[src/rtl/uart_pkg.sv]
// Shared types and constants for the UART receiver and the planned transmitter.
package uart_pkg;

  typedef enum logic [2:0] {
    ST_IDLE   = 3'd0,
    ST_START  = 3'd1,
    ST_DATA   = 3'd2,
    ST_PARITY = 3'd3,
    ST_STOP   = 3'd4
  } uart_state_e;

  localparam int unsigned OS_RATE = 16;
  localparam int unsigned SAMP_W  = $clog2(OS_RATE);
  localparam int unsigned DATA_W  = 8;
  localparam int unsigned BIT_W   = $clog2(DATA_W);

  localparam logic [SAMP_W-1:0] SAMP_A    = SAMP_W'(7);
  localparam logic [SAMP_W-1:0] SAMP_B    = SAMP_W'(8);
  localparam logic [SAMP_W-1:0] SAMP_C    = SAMP_W'(9);
  localparam logic [SAMP_W-1:0] SAMP_LAST = SAMP_W'(OS_RATE - 1);
  localparam logic [BIT_W-1:0]  BIT_LAST  = BIT_W'(DATA_W - 1);

  function automatic int unsigned uart_os_div(input int unsigned clk_freq,
                                              input int unsigned baud);
    return clk_freq / (baud * OS_RATE);
  endfunction

  function automatic logic maj3(input logic a, input logic b, input logic c);
    return (a & b) | (a & c) | (b & c);
  endfunction

endpackage

[src/rtl/uart_baud_tick.sv]
// Oversample tick generator: free-running divide-by-DIV counter with a
// synchronous clear so the tick phase can be aligned to a start edge.
module uart_baud_tick #(
  parameter int unsigned DIV = 27
) (
  input  logic clk_i,
  input  logic rst_i,
  input  logic clear_i,
  output logic tick_o
);

  localparam int unsigned       CNT_W    = (DIV > 1) ? $clog2(DIV) : 1;
  localparam logic [CNT_W-1:0]  CNT_LAST = CNT_W'(DIV - 1);

  logic [CNT_W-1:0] cnt_q;

  always_ff @(posedge clk_i) begin
    if (rst_i || clear_i) begin
      cnt_q <= '0;
    end else if (cnt_q == CNT_LAST) begin
      cnt_q <= '0;
    end else begin
      cnt_q <= cnt_q + CNT_W'(1);
    end
  end

  assign tick_o = (cnt_q == CNT_LAST);

endmodule

[src/rtl/uart_byte_rx.sv]
// 8N1 UART receiver, 16x oversampling, majority vote of samples 7/8/9.
// Define UART_RX_PARITY_EN for 8E1 framing with an extra Parity_Err strobe.
module uart_byte_rx
  import uart_pkg::*;
#(
  parameter int unsigned CLK_FREQ = 50_000_000,
  parameter int unsigned BAUD     = 115200
) (
  input  logic       Clk,
  input  logic       Rst,
  input  logic       Rx,
  output logic [7:0] Rx_Byte,
  output logic       Rx_Int,
  output logic       Frame_Err,
`ifdef UART_RX_PARITY_EN
  output logic       Parity_Err,
`endif
  output logic       Busy
);

  localparam int unsigned OS_DIV = uart_os_div(CLK_FREQ, BAUD);

  if (OS_DIV < 2) begin : g_div_chk
    $error("uart_byte_rx: OS_DIV must be at least 2");
  end

  logic              sync1_q, sync2_q, prev_q;
  logic              fall_s, tick_s, tick_clr_s, eval_s, wrap_s, maj_s, good_s;
  logic [SAMP_W-1:0] samp_q, samp_d;
  logic [BIT_W-1:0]  bit_idx_q;
  logic [7:0]        shift_q, rx_byte_q;
  logic              vote_a_q, vote_b_q;
  logic              rx_int_q, frame_err_q, busy_q;
  uart_state_e       state_q;
`ifdef UART_RX_PARITY_EN
  logic              par_ok_q, par_err_q;
`endif

  // Two-flop synchronizer plus previous value for falling-edge detection.
  always_ff @(posedge Clk) begin
    if (Rst) begin
      sync1_q <= 1'b1;
      sync2_q <= 1'b1;
      prev_q  <= 1'b1;
    end else begin
      sync1_q <= Rx;
      sync2_q <= sync1_q;
      prev_q  <= sync2_q;
    end
  end

  assign tick_clr_s = (state_q == ST_IDLE);

  uart_baud_tick #(.DIV(OS_DIV)) u_tick (
    .clk_i   (Clk),
    .rst_i   (Rst),
    .clear_i (tick_clr_s),
    .tick_o  (tick_s)
  );

  // Decision strobes: vote is resolved as the sample counter reaches 9.
  always_comb begin
    fall_s = prev_q & ~sync2_q;
    samp_d = samp_q + SAMP_W'(1);
    eval_s = tick_s && (samp_d == SAMP_C);
    wrap_s = tick_s && (samp_q == SAMP_LAST);
    maj_s  = maj3(vote_a_q, vote_b_q, sync2_q);
`ifdef UART_RX_PARITY_EN
    good_s = maj_s & par_ok_q;
`else
    good_s = maj_s;
`endif
  end

  // Receive FSM with sample counter, vote capture and registered strobes.
  always_ff @(posedge Clk) begin
    if (Rst) begin
      state_q     <= ST_IDLE;
      samp_q      <= '0;
      bit_idx_q   <= '0;
      shift_q     <= 8'h00;
      rx_byte_q   <= 8'h00;
      vote_a_q    <= 1'b0;
      vote_b_q    <= 1'b0;
      rx_int_q    <= 1'b0;
      frame_err_q <= 1'b0;
      busy_q      <= 1'b0;
`ifdef UART_RX_PARITY_EN
      par_ok_q    <= 1'b1;
      par_err_q   <= 1'b0;
`endif
    end else begin
      rx_int_q    <= 1'b0;
      frame_err_q <= 1'b0;
`ifdef UART_RX_PARITY_EN
      par_err_q   <= 1'b0;
`endif
      if (tick_s) begin
        samp_q <= samp_d;
        if (samp_d == SAMP_A) vote_a_q <= sync2_q;
        if (samp_d == SAMP_B) vote_b_q <= sync2_q;
      end
      case (state_q)
        ST_IDLE: begin
          samp_q <= '0;
          if (fall_s) begin
            state_q <= ST_START;
            busy_q  <= 1'b1;
          end
        end
        ST_START: begin
          if (eval_s && maj_s) begin
            state_q <= ST_IDLE;
            busy_q  <= 1'b0;
          end else if (wrap_s) begin
            state_q   <= ST_DATA;
            bit_idx_q <= '0;
          end
        end
        ST_DATA: begin
          if (eval_s) shift_q[bit_idx_q] <= maj_s;
          if (wrap_s) begin
            if (bit_idx_q == BIT_LAST) begin
`ifdef UART_RX_PARITY_EN
              state_q <= ST_PARITY;
`else
              state_q <= ST_STOP;
`endif
            end else begin
              bit_idx_q <= bit_idx_q + BIT_W'(1);
            end
          end
        end
`ifdef UART_RX_PARITY_EN
        ST_PARITY: begin
          if (eval_s) par_ok_q <= (maj_s == ^shift_q);
          if (wrap_s) state_q <= ST_STOP;
        end
`endif
        ST_STOP: begin
          // Leave at mid-stop so the next start edge is never missed.
          if (eval_s) begin
            state_q <= ST_IDLE;
            busy_q  <= 1'b0;
            if (good_s) begin
              rx_byte_q <= shift_q;
              rx_int_q  <= 1'b1;
            end else begin
              frame_err_q <= 1'b1;
            end
`ifdef UART_RX_PARITY_EN
            par_err_q <= ~par_ok_q;
            par_ok_q  <= 1'b1;
`endif
          end
        end
        default: begin
          state_q <= ST_IDLE;
          busy_q  <= 1'b0;
        end
      endcase
    end
  end

  assign Rx_Byte   = rx_byte_q;
  assign Rx_Int    = rx_int_q;
  assign Frame_Err = frame_err_q;
  assign Busy      = busy_q;
`ifdef UART_RX_PARITY_EN
  assign Parity_Err = par_err_q;
`endif

endmodule

[config.mk]
export PLATFORM = sky130hd
export DESIGN_NAME = uart_byte_rx
export DESIGN_NICKNAME = d
export VERILOG_FILES = /design/src/rtl/uart_pkg.sv /design/src/rtl/uart_baud_tick.sv /design/src/rtl/uart_byte_rx.sv
export SDC_FILE = /design/constraint.sdc
export NUM_CORES = 1
export LEC_CHECK = 0
export CORE_ASPECT_RATIO = 1.75
export CORE_MARGIN = 8
export CORE_UTILIZATION = 30
export CTS_BUF_LIST = sky130_fd_sc_hd__clkbuf_4 sky130_fd_sc_hd__clkbuf_8 sky130_fd_sc_hd__clkbuf_16
export DETAILED_ROUTE_END_ITERATION = 12
export DONT_BUFFER_PORTS = 1
export PLACE_DENSITY_LB_ADDON = 0.12
export SLEW_MARGIN = 20
export SYNTH_ARGS = -nofsm -noshare
export SYNTH_HDL_FRONTEND = slang
export SYNTH_SLANG_ARGS = --single-unit
[constraint.sdc]
create_clock -name Clk -period 3.9 [get_ports Clk]
set_input_delay 0.585 -clock Clk [delete_from_list [all_inputs] [get_ports Clk]]
set_output_delay 0.585 -clock Clk [all_outputs]
set_load 0.05 [all_outputs]
# After elaboration in Yosys (flattened, before gate mapping)
# Index checks and enable logic that the tools add are counted.
op_classes:
  addsub: 3
  n_mul: 0
  n_div: 0
  magnitude_cmp: 2
  n_eq_ne: 18
  n_shift: 0
  n_mux: 21
  bitwise_logic: 10
  reduce_logical: 17
ops:
  columns: ["op", "n"]
  rows:
  - ["$mux 3", 10]
  - ["$ne 2x2->1 const B", 8]
  - ["$eq 4x4->1 const B", 3]
  - ["$pmux 3 s4", 1]
  - ["$reduce_and 5->1", 2]
  - ["$bwmux 8", 1]
  - ["$eq 3x3->1 const B", 2]
  - ["$mux 1", 6]
  - ["$pmux 3 s2", 1]
  - ["$reduce_and 2->1", 3]
  - ["$add 5x1->5 const B", 1]
  - ["$eq 5x5->1 const B", 1]
  - ["$add 4x1->4 const B", 1]
  - ["$and 1x1->1", 4]
  - ["$eq 4x3->1 const B", 1]
  - ["$logic_and 1x1->1", 4]
  - ["$lt 3x4->1 const B", 1]
  - ["$not 1->1", 4]
  - ["$pmux 1 s4", 1]
  - ["$reduce_and 4->1", 1]
  - ["$reduce_or 2->1", 2]
  - ["$add 3x1->3 const B", 1]
  - ["$demux 1 s3", 1]
  - ["$eq 3x1->1 const B", 1]
  - ["9 further kinds", 10]
word_totals:
  reg_bits: 39
  latchBits: 0
  ram_bits: 0
  romBits: 0
  input_bits: 3
  output_inout_bits: 11
  wordCells: 85
  n_memories: 0

# Logic depth before layout (Yosys ltp)
depth:
  ltp_word: 6
  ltp_mapped: 9
  ltp_nobuf: 7

# Hierarchy
# A second synthesis with hierarchy kept.
hier_totals:
  hier_cells: 205
  area_unflattened_um2: 2107.0
modules_own_cells:
  columns: ["module", "instances", "cells_per_inst", "area_each_um2", "seq_area_each_um2"]
  rows:
  - ["uart_byte_rx", 1, 185, 1901.8, 680.7]
  - ["uart_baud_tick", 1, 20, 205.2, 100.1]

# Worst setup path after synthesis
# Ideal clock, no wire load.
synth_timing:
  path_kind: "flip-flop to flip-flop"
  from: "reg bit_idx_q[1]"
  to: "reg bit_idx_q[1]"
  t_arrival_ns: 1.899
  required_ns: 3.772
  setup_slack_ns: 1.874
  stages_incl_launch_ff: 8
  path_buffers: 0
  period_less_slack_ns: 2.026
  cell_sequence: "dfxtp_1 ha_1 ha_1 or4b_1 a2111oi_0 o41ai_1 a32oi_1 nor2_1"
synth_via:
  elab_chain_cells: 4
  elab_cells_between_ends: 7
  cone_classes: "1 x add/sub; 2 x eq/ne; 3 x mux; 1 x reduce/logical"
synth_rtl:
  columns: ["element", "line_no", "source"]
  rows:
  - ["start: declaration", "uart_byte_rx.sv:30", "logic [BIT_W-1:0] bit_idx_q;"]
  - ["start signal: assignment", "uart_byte_rx.sv:130", "bit_idx_q <= bit_idx_q + BIT_W'(1);"]
  - ["$add 3x1->3", "uart_byte_rx.sv:130", null]
  - ["$mux 3", "uart_byte_rx.sv:123", "if (bit_idx_q == BIT_LAST) begin"]
  - ["$mux 3", "uart_byte_rx.sv:122", "if (wrap_s) begin"]
  - ["$pmux 3 s2", "uart_byte_rx.sv:103", "case (state_q)"]
# Parallel ways exist; a longest one is shown, timed or not. The select of a mux whose other input is x is not followed.
# A chain may end at the register's enable or synchronous reset.

# Worst setup path after layout
# Same ends and word-level chain as after synthesis.

==> impl_metrics.json <==
{
  "clock_tree.htree_level_count": 2,
  "number_of_antenna_cells_inserted": 0,
  "postLayoutCellArea_um2": 2020,
  "detail_route.drc_violations": 0,
  "critical_path.n_buffers_inverters": 0,
  "synth_fp_nets": 205,
  "clock-skew-final_ns": 0.0101,
  "floorplan.core_area_um2": 6090,
  "clock_tree.buffer_depth": 2,
  "type_of_destination_of_the_critical_path": "flop",
  "fmaxAchievable_mhz": 446,
  "dpl.hpwl_um": 3090,
  "required_time_at_the_endpoint_of_the_critical_path_ns": 4.09,
  "power.net_switching_mw": 0.170,
  "p_leak_nw": 0.687,
  "synth_edf_count": 0,
  "critical_path_cell_count": 7,
  "drv_slew": 0,
  "grt.overflow.total": 0,
  "cap_violations": 0,
  "netlist.area_leader.share_pct": 42.2,
  "synth.distinct_cells": 52,
  "max-vdd-ir-drop_uv": 222,
  "numClockSinks": 39,
  "regArea_um2": 781,
  "grt_pass1_vias": 1490,
  "syn_to_final_growth_pct": 9.14,
  "timing.critical_path.slowest_cell_delay_ns": 0.47,
  "ys_top_cells_by_area": "dfxtp_1 (42%), mux2i_1 (6.0%), ha_1 (5.4%), nor2_1 (4.7%), o31ai_1 (2.4%)",
  "die_width_um": 75.3,
  "antenna_found_initial": 0,
  "status": "complete, no violations",
  "place_area_um2": 1900,
  "nFillCells": 686,
  "drt.antenna.violating_nets": 0,
  "die_area_um2": 9030,
  "setup-tns-final_ns": 0,
  "final_nets": 205,
  "post_synthesis_instance_area_um2": 1850,
  "worstPathCellList": "ha_1 -> ha_1 -> or4b_1 -> a2111oi_0 -> o41ai_1 -> a32oi_1 -> nor2_1",
  "worstSetupEndpoint": "bit_idx_q[1]",
  "r2r-end": "bit_idx_q[1]",
  "crit_path_start_kind": "flop",
  "synthFlopType": "dfxtp_1",
  "insertion_delay_ns": 0.29,
  "number_of_iterations_in_the_first_detailed_routing_pass": 5,
  "regToRegStartpoint": "bit_idx_q[1]",
  "p_clk_share_pct": 43.5,
  "drt_iter0_drc": 78,
  "die-height_um": 120,
  "cts.repair.resized": 0,
  "grt_start_max_net_pins": 34,
  "family_with_the_most_delay_on_the_worst_path": "compound AO/OA/AOI/OAI gates",
  "post_drt_wl_per_cell_um": 14.6,
  "placement_rows": 38,
  "drive_above_1_share_pct": 11.3,
  "switching_portion_of_total_power_pct": 22.0,
  "worstHoldPathType": "primary input to flop",
  "p_int_mw": 0.604,
  "ctsHoldBuffers": 0,
  "post-synth-top-area-cell": "dfxtp_1",
  "synth.most_common_cell": "dfxtp_1",
  "timing_worst_slew_pin_value_ns": 0.757,
  "sequentialPowerShare_pct": 53.7,
  "synthesized_netlist_cell_count": 194,
  "multi_input_area_um2": 1010,
  "synth-seq-cells": 39,
  "global_route_wire_length_before_repair_um": 6830,
  "netlist_top_cells_count": "dfxtp_1 (39), nor2_1 (23), mux2i_1 (11), nand2_1 (11), ha_1 (8)",
  "r2r_slack_ns": 1.66,
  "cp-startpoint": "bit_idx_q[1]",
  "grtUsageTotal_pct": 9.88,
  "gp_congestion": 0.820,
  "final.period_utilization_pct": 57.4,
  "total_wirelength_of_the_detailed_routed_design_um": 4020,
  "ios": 14,
  "yosys_warnings": 0,
  "slew-limit-headroom_pct": 49.2,
  "dr_total_vias": 1386,
  "setup_failing_eps_final": 0,
  "design_power_total_mw": 0.775,
  "clk_root_buffer_cell": "clkbuf_8",
  "cts_buffers": 5,
  "syn_avg_cell_area_um2": 9.53,
  "synth_async_sr_flop_share_pct": 0,
  "floorplan.initialDensity_pct": 30.4,
  "pwr-share-comb_pct": 2.8,
  "p_per_area_nw_per_um2": 384,
  "yosysSeqAreaShare_pct": 42.2,
  "reg2reg_depth": 7,
  "number_of_hold_slack_violations_in_the_final_timing_report": 0,
  "post-cts-setup-buffers": 0,
  "timing.critical_path.arrival_ns": 2.43,
  "worst_setup_hold_path_clk_slew_ns": 0.08,
  "path_max_fanout": 7,
  "worstSetupPathType": "flop to flop",
  "rsz0062_at_grt": "false",
  "numPortBuffers": 0,
  "tritoncts": "done",
  "route.detailed.vias_per_inst": 5.04,
  "worst_path_most_repeated_cell": "ha_1",
  "critical-path-slowest-cell": "or4b_1",
  "post-route-min-period_ns": 2.24
}
final cells by class:
class / count / share of cell area, %
Sequential cell: 39 / 38.7
Clock buffer: 5 / 3.41
Tap cell: 80 / 4.96
Multi-Input combinational cell: 144 / 50.0
Clock inverter: 3 / 2.17
Inverter: 4 / 0.744
through the flow:
stage | hold WS (ns) | utilization (%) | instances | worst slack [ns]
3_5_place_dp | 0.404 | 31.3 | 267 | 1.72
5_1_grt | 0.333 | 33.1 | 275 | 1.34
4_1_cts | 0.342 | 33.1 | 275 | 1.67
3_3_place_gp | 0.399 | 31.3 | 267 | 1.74
6_report | 0.348 | 33.1 | 275 | 1.66
2_1_floorplan | 0.389 | - | 194 | 1.87
power groups by stage:
stage	Combinational [mW]	Sequential [mW]	Clock (mW)
2_1_floorplan	0.0214	0.423	0
3_3_place_gp	0.0208	0.426	0
3_5_place_dp	0.0216	0.426	0
4_1_cts	0.0216	0.417	0.351
5_1_grt	0.0243	0.417	0.369
6_report	0.0216	0.416	0.337
how the worst min path moves through the flow:
stage,startpoint,endpoint,slack [ns],depth (start not counted)
after floorplan,sync1_q,sync2_q,0.39,1
after global placement,sync1_q,sync2_q,0.40,1
after detailed placement,sync1_q,sync2_q,0.40,1
after CTS,Rst,bit_idx_q[0],0.34,1
after global routing,Rst,bit_idx_q[1],0.33,1
final,Rst,Rx_Byte[7],0.35,1
registers in the layout, indices dropped and copies added (netlist names), 3 cells and up:
register      flops
Rx_Byte           8
shift_q           8
u_tick.cnt_q      5
samp_q            4
bit_idx_q         3
state_q           3
logic make-up after synthesis:
group	count (synthesis)	synth area share [%]
buffers and inverters	11	3.18
XOR/XNOR	8	4.60
adder cells (fa/ha/maj)	8	5.42
AND/OR/NAND/NOR	83	26.7
AO/OA/AOI/OAI	34	11.9
flip-flops	39	42.2
multiplexers	11	5.96
metal layers:
layer  part of all wire (%)  routed length, um  GRT usage, %
met3                    4.5                180          2.84
met2                     55               2230          18.5
met4                    3.0                122          6.17
met1                     37               1490          8.47
met5                      0                  0             0
cells in the final DEF (no fill, tap or decap), types with 2 or more instances in the layout:
cell	n
nor2b_1	6
mux2i_1	11
o21ai_1	3
inv_1	4
xnor2_1	3
nand2b_1	5
nor4_1	3
nand4_1	2
nor3_1	3
a21o_1	2
nor2_1	23
nor3b_1	3
a32oi_1	3
dfxtp_1	39
xor2_1	3
o31ai_1	6
nand2_1	11
o21ai_0	6
ha_1	8
or3b_1	2
clkbuf_8	5
or2_2	4
nand3_1	6
a21oi_1	7
worst register-to-register path: stages, from the launching register on:
cell       delay [ns]
dfxtp_1          0.39
ha_1             0.22
ha_1             0.20
or4b_1           0.47
a2111oi_0        0.38
o41ai_1          0.20
a32oi_1          0.22
nor2_1           0.06
Note: power is estimated with default switching activity, not from simulation.
